## config.mk

```make
export PLATFORM = sky130hd
export DESIGN_NAME = heepatia_exit_ctrl
export DESIGN_NICKNAME = d
export VERILOG_FILES = /design/src/rtl/heepatia_exit_ctrl_pkg.sv /design/src/rtl/heepatia_sat_counter.sv /design/src/rtl/heepatia_exit_ctrl.sv
export SDC_FILE = /design/constraint.sdc
export NUM_CORES = 1
export LEC_CHECK = 0
export BUFFER_PORTS_ARGS = -buffer_cell sky130_fd_sc_hd__buf_2
export CORE_UTILIZATION = 55
export DETAILED_ROUTE_END_ITERATION = 8
export GPL_ROUTABILITY_DRIVEN = 0
export PLACE_DENSITY = 0.88
export SETUP_SLACK_MARGIN = 0.3
export SLEW_MARGIN = 10
export SYNTH_ARGS = -nofsm -noshare
export SYNTH_HDL_FRONTEND = slang
export SYNTH_SLANG_ARGS = --single-unit
```

## constraint.sdc

```tcl
create_clock -name clk_i -period 2.9 [get_ports clk_i]
set_clock_uncertainty 0.15 [all_clocks]
set_input_delay 0.435 -clock clk_i [delete_from_list [all_inputs] [get_ports clk_i]]
set_output_delay 0.435 -clock clk_i [all_outputs]
set_load 0.1 [all_outputs]
```

## src/rtl/heepatia_exit_ctrl_pkg.sv

```systemverilog
// Shared definitions for the simulation exit/timing controller: register map,
// FSM states and STATUS word layout.
package heepatia_exit_ctrl_pkg;

    localparam logic [2:0] OFF_EXIT   = 3'd0;
    localparam logic [2:0] OFF_TRIG   = 3'd1;
    localparam logic [2:0] OFF_CYCLES = 3'd2;
    localparam logic [2:0] OFF_RUNS   = 3'd3;
    localparam logic [2:0] OFF_STATUS = 3'd4;

    typedef enum logic [1:0] {
        IDLE   = 2'd0,
        RUN    = 2'd1,
        DRAIN  = 2'd2,
        EXITED = 2'd3
    } state_e;

    // STATUS: bit0 = exit_valid, bits[2:1] = state
    function automatic logic [31:0] status_word(input state_e s, input logic valid);
        return {29'd0, s, valid};
    endfunction

endpackage

```

## src/rtl/heepatia_sat_counter.sv

```systemverilog
// Up-counter with synchronous clear (priority) that sticks at all-ones.
module heepatia_sat_counter #(
    parameter int Width = 32
) (
    input  logic             clk_i,
    input  logic             rst_ni,
    input  logic             clr,
    input  logic             en,
    output logic [Width-1:0] cnt
);

    always_ff @(posedge clk_i or negedge rst_ni) begin
        if (!rst_ni) begin
            cnt <= '0;
        end else if (clr) begin
            cnt <= '0;
        end else if (en && (cnt != '1)) begin
            cnt <= cnt + Width'(1);
        end
    end

endmodule

```

## src/rtl/heepatia_exit_ctrl.sv

```systemverilog
// OBI-mapped exit/kernel-timing controller: firmware writes the exit code and
// start/stop marks; hardware times the kernel and raises a sticky exit flag.
module heepatia_exit_ctrl
    import heepatia_exit_ctrl_pkg::*;
#(
    parameter int DrainCycles = 5,
    parameter int CntWidth    = 32
) (
    input  logic        clk_i,
    input  logic        rst_ni,
    input  logic        req_i,
    input  logic        we_i,
    input  logic [3:0]  be_i,
    input  logic [31:0] addr_i,
    input  logic [31:0] wdata_i,
    output logic        gnt_o,
    output logic        rvalid_o,
    output logic [31:0] rdata_o,
    output logic        trig_o,
    output logic        exit_valid_o,
    output logic [31:0] exit_value_o
);

    state_e              state;
    logic [31:0]         drain_cnt;
    logic [31:0]         runs;
    logic [CntWidth-1:0] cycles;
    logic [CntWidth-1:0] live;
    logic [CntWidth:0]   sum_ext;
    logic [CntWidth-1:0] live_plus_drain;
    logic [31:0]         rd_mux;
    logic [2:0]          off;
    logic                wr, rd, active;
    logic                trig_start, trig_stop, exit_wr;
    logic                addr_unused;

    assign gnt_o       = req_i;
    assign off         = addr_i[4:2];
    assign addr_unused = ^{addr_i[31:5], addr_i[1:0]};
    assign wr          = req_i && we_i && (be_i == 4'hF);
    assign rd          = req_i && !we_i;
    assign active      = (state == IDLE) || (state == RUN);

    assign trig_start = wr && (off == OFF_TRIG) && wdata_i[0] && active;
    assign trig_stop  = wr && (off == OFF_TRIG) && !wdata_i[0] && (state == RUN);
    assign exit_wr    = wr && (off == OFF_EXIT) && active;

    // Kernel time reported on exit includes the drain window, clamped to all-ones
    assign sum_ext         = {1'b0, live} + (CntWidth+1)'(DrainCycles);
    assign live_plus_drain = sum_ext[CntWidth] ? '1 : sum_ext[CntWidth-1:0];

    heepatia_sat_counter #(.Width(CntWidth)) u_live_cnt (
        .clk_i  (clk_i),
        .rst_ni (rst_ni),
        .clr    (trig_start),
        .en     (state == RUN),
        .cnt    (live)
    );

    always_comb begin
        rd_mux = '0;
        case (off)
            OFF_EXIT:   rd_mux = exit_value_o;
            OFF_TRIG:   rd_mux = {31'd0, trig_o};
            OFF_CYCLES: rd_mux = 32'(cycles);
            OFF_RUNS:   rd_mux = runs;
            OFF_STATUS: rd_mux = status_word(state, exit_valid_o);
            default:    rd_mux = '0;
        endcase
    end

    always_ff @(posedge clk_i or negedge rst_ni) begin
        if (!rst_ni) begin
            state        <= IDLE;
            trig_o       <= 1'b0;
            exit_valid_o <= 1'b0;
            exit_value_o <= '0;
            cycles       <= '0;
            runs         <= '0;
            drain_cnt    <= '0;
            rvalid_o     <= 1'b0;
            rdata_o      <= '0;
        end else begin
            rvalid_o <= req_i;
            rdata_o  <= rd ? rd_mux : '0;
            case (state)
                IDLE, RUN: begin
                    if (exit_wr) begin
                        exit_value_o <= wdata_i;
                        trig_o       <= 1'b0;
                        if (state == RUN) begin
                            cycles <= live_plus_drain;
                            runs   <= runs + 32'd1;
                        end
                        // drain_cnt is loaded one short so the flag lands DrainCycles+1 after grant
                        if (DrainCycles == 0) begin
                            state        <= EXITED;
                            exit_valid_o <= 1'b1;
                        end else begin
                            state     <= DRAIN;
                            drain_cnt <= 32'(DrainCycles - 1);
                        end
                    end else if (trig_start) begin
                        state  <= RUN;
                        trig_o <= 1'b1;
                    end else if (trig_stop) begin
                        state  <= IDLE;
                        trig_o <= 1'b0;
                        cycles <= live;
                        runs   <= runs + 32'd1;
                    end
                end
                DRAIN: begin
                    if (drain_cnt == '0) begin
                        state        <= EXITED;
                        exit_valid_o <= 1'b1;
                    end else begin
                        drain_cnt <= drain_cnt - 32'd1;
                    end
                end
                default: ;
            endcase
        end
    end

endmodule
```

==> flow_results.org <==
** Routing
- In the routed design, unresolved DRC markers number 0.
- Detailed-route vias per instance :: 6.083
- Via total after detailed routing :: 8389
- Wirelength per Cell :: 18.25 µm
- Length of the first detailed-routing pass in iterations :: 6
- The count of nets left with antenna violations once routing finished came out at 0.
- 1st-iter DRT viols :: 652
- Wires add up to 25.16 mm.

** Critical path
- Maximum fanout along the worst path :: 9
- Kind of launch point of the worst setup path :: flop
- Critical path required time :: 3.05 ns
- Arrival time of data at the critical path endpoint :: 2.68 ns
- Crit path kind :: flop to flop
- Kind of end point of the critical path :: flop

** Timing
- The max-slew violation count came to 0.
- Final hold violation count :: 0
- Ratio of final minimum period to clock period :: 87.49%
- At the pin with the least slew margin, the transition time is 0.8147 ns.
- In the final timing run, aggregate negative setup slack is 0 ns.
- Based on the critical path, the design can be clocked at up to 394.1 MHz.
- Measured against its own limit, the worst slew margin works out to 45.69%.
- In the post-route analysis, the smallest setup slack over all paths is 0.3627 ns.
- Setup repair after global routing missed its margin :: false
- Setup Viol. Count Final :: 0
- The worst path needs 2.537 ns of the cycle, external delays included.

** Yosys
- The synthesized design contains 197 register bits.
- Counting flops with an async set or reset pin after synthesis yields a share of 100.0%.
- In this run, synthesis inferred 0 flip-flops with an integrated enable.
- Top cells by area, synth :: dfrtp_1 (50%), nor2_1 (5.6%), nand2_1 (5.6%)
- Yosys printed 0 warnings.
- The synthesized design devotes to its leading area cell type 50.21% of total area.
- The biggest area contributor in the post-synthesis netlist is dfrtp_1.
- Total standard cell area after synthesis :: 9818 µm²
- Synthesized Nets :: 1098
- Syn Inst Count :: 1023
- Share of synthesized area occupied by flip-flops and latches :: 50.21%
- Main flop type after synthesis :: dfrtp_1
- Syn_area_per_cell :: 9.597 µm²
- The netlist uses 62 different library cells.

** Final layout
- Final Net Count :: 1217
- Of the cells placed in the final design, the portion with a size suffix greater than 1 is 22.62%.
- The library cell used most frequently in the layout, excluding fill and tap cells, is dfrtp_1.
- The number of antenna diodes in the final layout is 0.
- From synthesis to final layout, the design area changed by 16.33%.
- Filler Cells Inserted :: 1213
- In the layout the commonest cells are dfrtp_1 (195), nand2_1 (146), nor2_1 (146), buf_2 (109), xnor2_1 (54).

** Floorplan
- Number of placed I/O pins :: 140
- The floorplan step defined a die boundary enclosing 18390 µm².
- The die is 135.6 µm tall.
- The floorplan has 48 rows.
- Overall die width :: 135.6 µm
- For this configuration, the core starts out at a cell density of 56.57%.
- After floorplanning, the core was sized to cover 17360 µm².

** Global routing
- Global-route track usage on met2 :: 48.27%
- Number of antenna violations at the first check in global routing :: 0
- Global routing used 5.275% of the available met3 tracks.
- Met1 GRT Util :: 35.37%
- The global routing stage identified its most utilized layer as met2.
- Global router's overall resource usage :: 28.83%
- Entering global routing, the biggest net connects 66 pins.
- Summed over all layers, the global routing overflow is 0.
- Wire length of the first global-routing pass :: 41.52 mm
- The via count of the first global-routing pass came to 8348.

** Job
- Number of max-cap violations :: 0

** Pwr
- Cell leakage power :: 5.207 nW
- Dividing total power by cell area gives a power density of 449.4 nW/µm².
- Across the VDD grid, the largest voltage drop is 0.3829 mV.

** Clock network
- TritonCTS built the clock tree.
- The clock net in this run drives a total of 197 sinks.
- Clock latency on the worst-skew pair, taken at its later pin, is 0.43 ns.
- Clock Root Buffer :: clkbuf_16
- Clock-pin slew was measured on the worst setup and hold paths at 0.07 ns.
- Clock buffers created by TritonCTS :: 17
- Maximum clock path buffer count :: 2
- CTS H-tree depth :: 4

** Place
- OpenSTA, run right after detailed placement, puts the worst setup slack at 0.1299 ns.
- During placement, the flow inserted port buffers numbering 110.
- Detailed placement ended at an HPWL of 16.95 mm.

** Outcome
- The flow ran to the end, and the final reports show no timing, DRC or antenna violations.

** Min path
- Min-Delay Path Class :: input port to flop
==> Yosys cell counts (10+ instances only) <==
master	number
nor4_1	13
nor3_1	24
xnor2_1	54
clkbuf_1	39
o21ai_0	14
nor2_1	147
xor2_1	50
a22oi_1	30
and4_1	11
a31oi_1	10
a21oi_1	27
and3_1	14
nand3_1	41
or4_1	11
mux2_2	30
inv_1	11
dfrtp_1	197
nand4_1	31
nand2_1	146
or3_1	14
buf_2	10
==> flip-flops by register name (all words and copies together) (netlist names) <==
register,cells
cycles,32
trig_o,1
exit_value_o,32
rvalid_o,1
rdata_o,32
runs,32
drain_cnt,32
u_live_cnt.cnt,32
exit_valid_o,1
state,2
==> worst max-delay path, stage by stage, from the launching register on <==
cell and delay, ns:
dfrtp_1 0.39, buf_4 0.17, nor2b_1 0.15, nand3b_1 0.16
buf_4 0.19, nor4_4 0.20, nand3_1 0.33, nor4_1 0.48
xnor2_1 0.17
==> area by class of cell <==
cell class | instances | area (µm²) | area share [%]
timing repair buffer | 158 | 962.2 | 8.425
clock inverter | 13 | 102.6 | 0.8983
inverter | 11 | 41.29 | 0.3615
multi-input combinational | 757 | 4672 | 40.91
clock buffer | 18 | 429.2 | 3.758
sequential | 197 | 4932 | 43.19
tap | 225 | 281.5 | 2.465
==> report_power, final <==
part | internal [W] | total, W | switching, W
Sequential | 0.00275 | 0.00275 | 0.00000300
Combinational | 0.0000558 | 0.000198 | 0.000143
Clock | 0.00110 | 0.00218 | 0.00108
Total | 0.00391 | 0.00513 | 0.00122
==> final timing paths <==
| check | to | depth (start not counted) | slack [ns] | startpoint |
|---|---|---|---|---|
| worst min register to register | drain_cnt[25] | 1 | 0.33 | drain_cnt[25] |
| worst max-delay path | runs[30] | 8 | 0.36 | state[1] |
| worst min-delay path | exit_value_o[1] | 3 | 0.04 | wdata_i[1] |
| min in group asynchronous | exit_value_o[8] | 2 | 0.38 | rst_ni |
| max in group asynchronous | drain_cnt[22] | 3 | 1.41 | rst_ni |
| worst max register to register | runs[30] | 8 | 0.36 | state[1] |
==> cells by family after synthesis <==
logic type | after synthesis | share of synthesized area, %
compound gates | 125 | 8.653
xor+xnor | 104 | 9.277
fa+ha+maj | 3 | 0.3824
buf+inv | 69 | 2.906
flops | 197 | 50.21
mux | 38 | 4.256
simple gates | 487 | 24.32
==> layer usage <==
metal / wire [µm] / share of wire, %
met5: 0 / 0
met4: 1086 / 4.3
met3: 1467 / 5.8
met2: 12570 / 50
met1: 10040 / 40
==> stage by stage <==
stage / power (W) / cells / instance area, µm² / utilization, % / hold slack [ns]
floorplan: 0.002886 / 1023 / 9818 / - / -0.01059
global placement: 0.002996 / 1342 / 10790 / 62.15 / 0.3062
detailed placement: 0.003001 / 1342 / 10790 / 62.15 / 0.3056
CTS: 0.005149 / 1375 / 11370 / 65.49 / 0.03509
global route: 0.005286 / 1379 / 11420 / 65.80 / 0.03513
finish: 0.005132 / 1379 / 11420 / 65.80 / 0.04397
==> timing repair <==
action	4_1_cts	5_1_grt
gates resized for setup	4	9
hold buffers	2	0
hold endpoints to repair	62	0
setup endpoints to repair	18	48
buffers inserted	0	4
pin swaps	0	3
No activity file was read; power rests on OpenSTA's default activity.
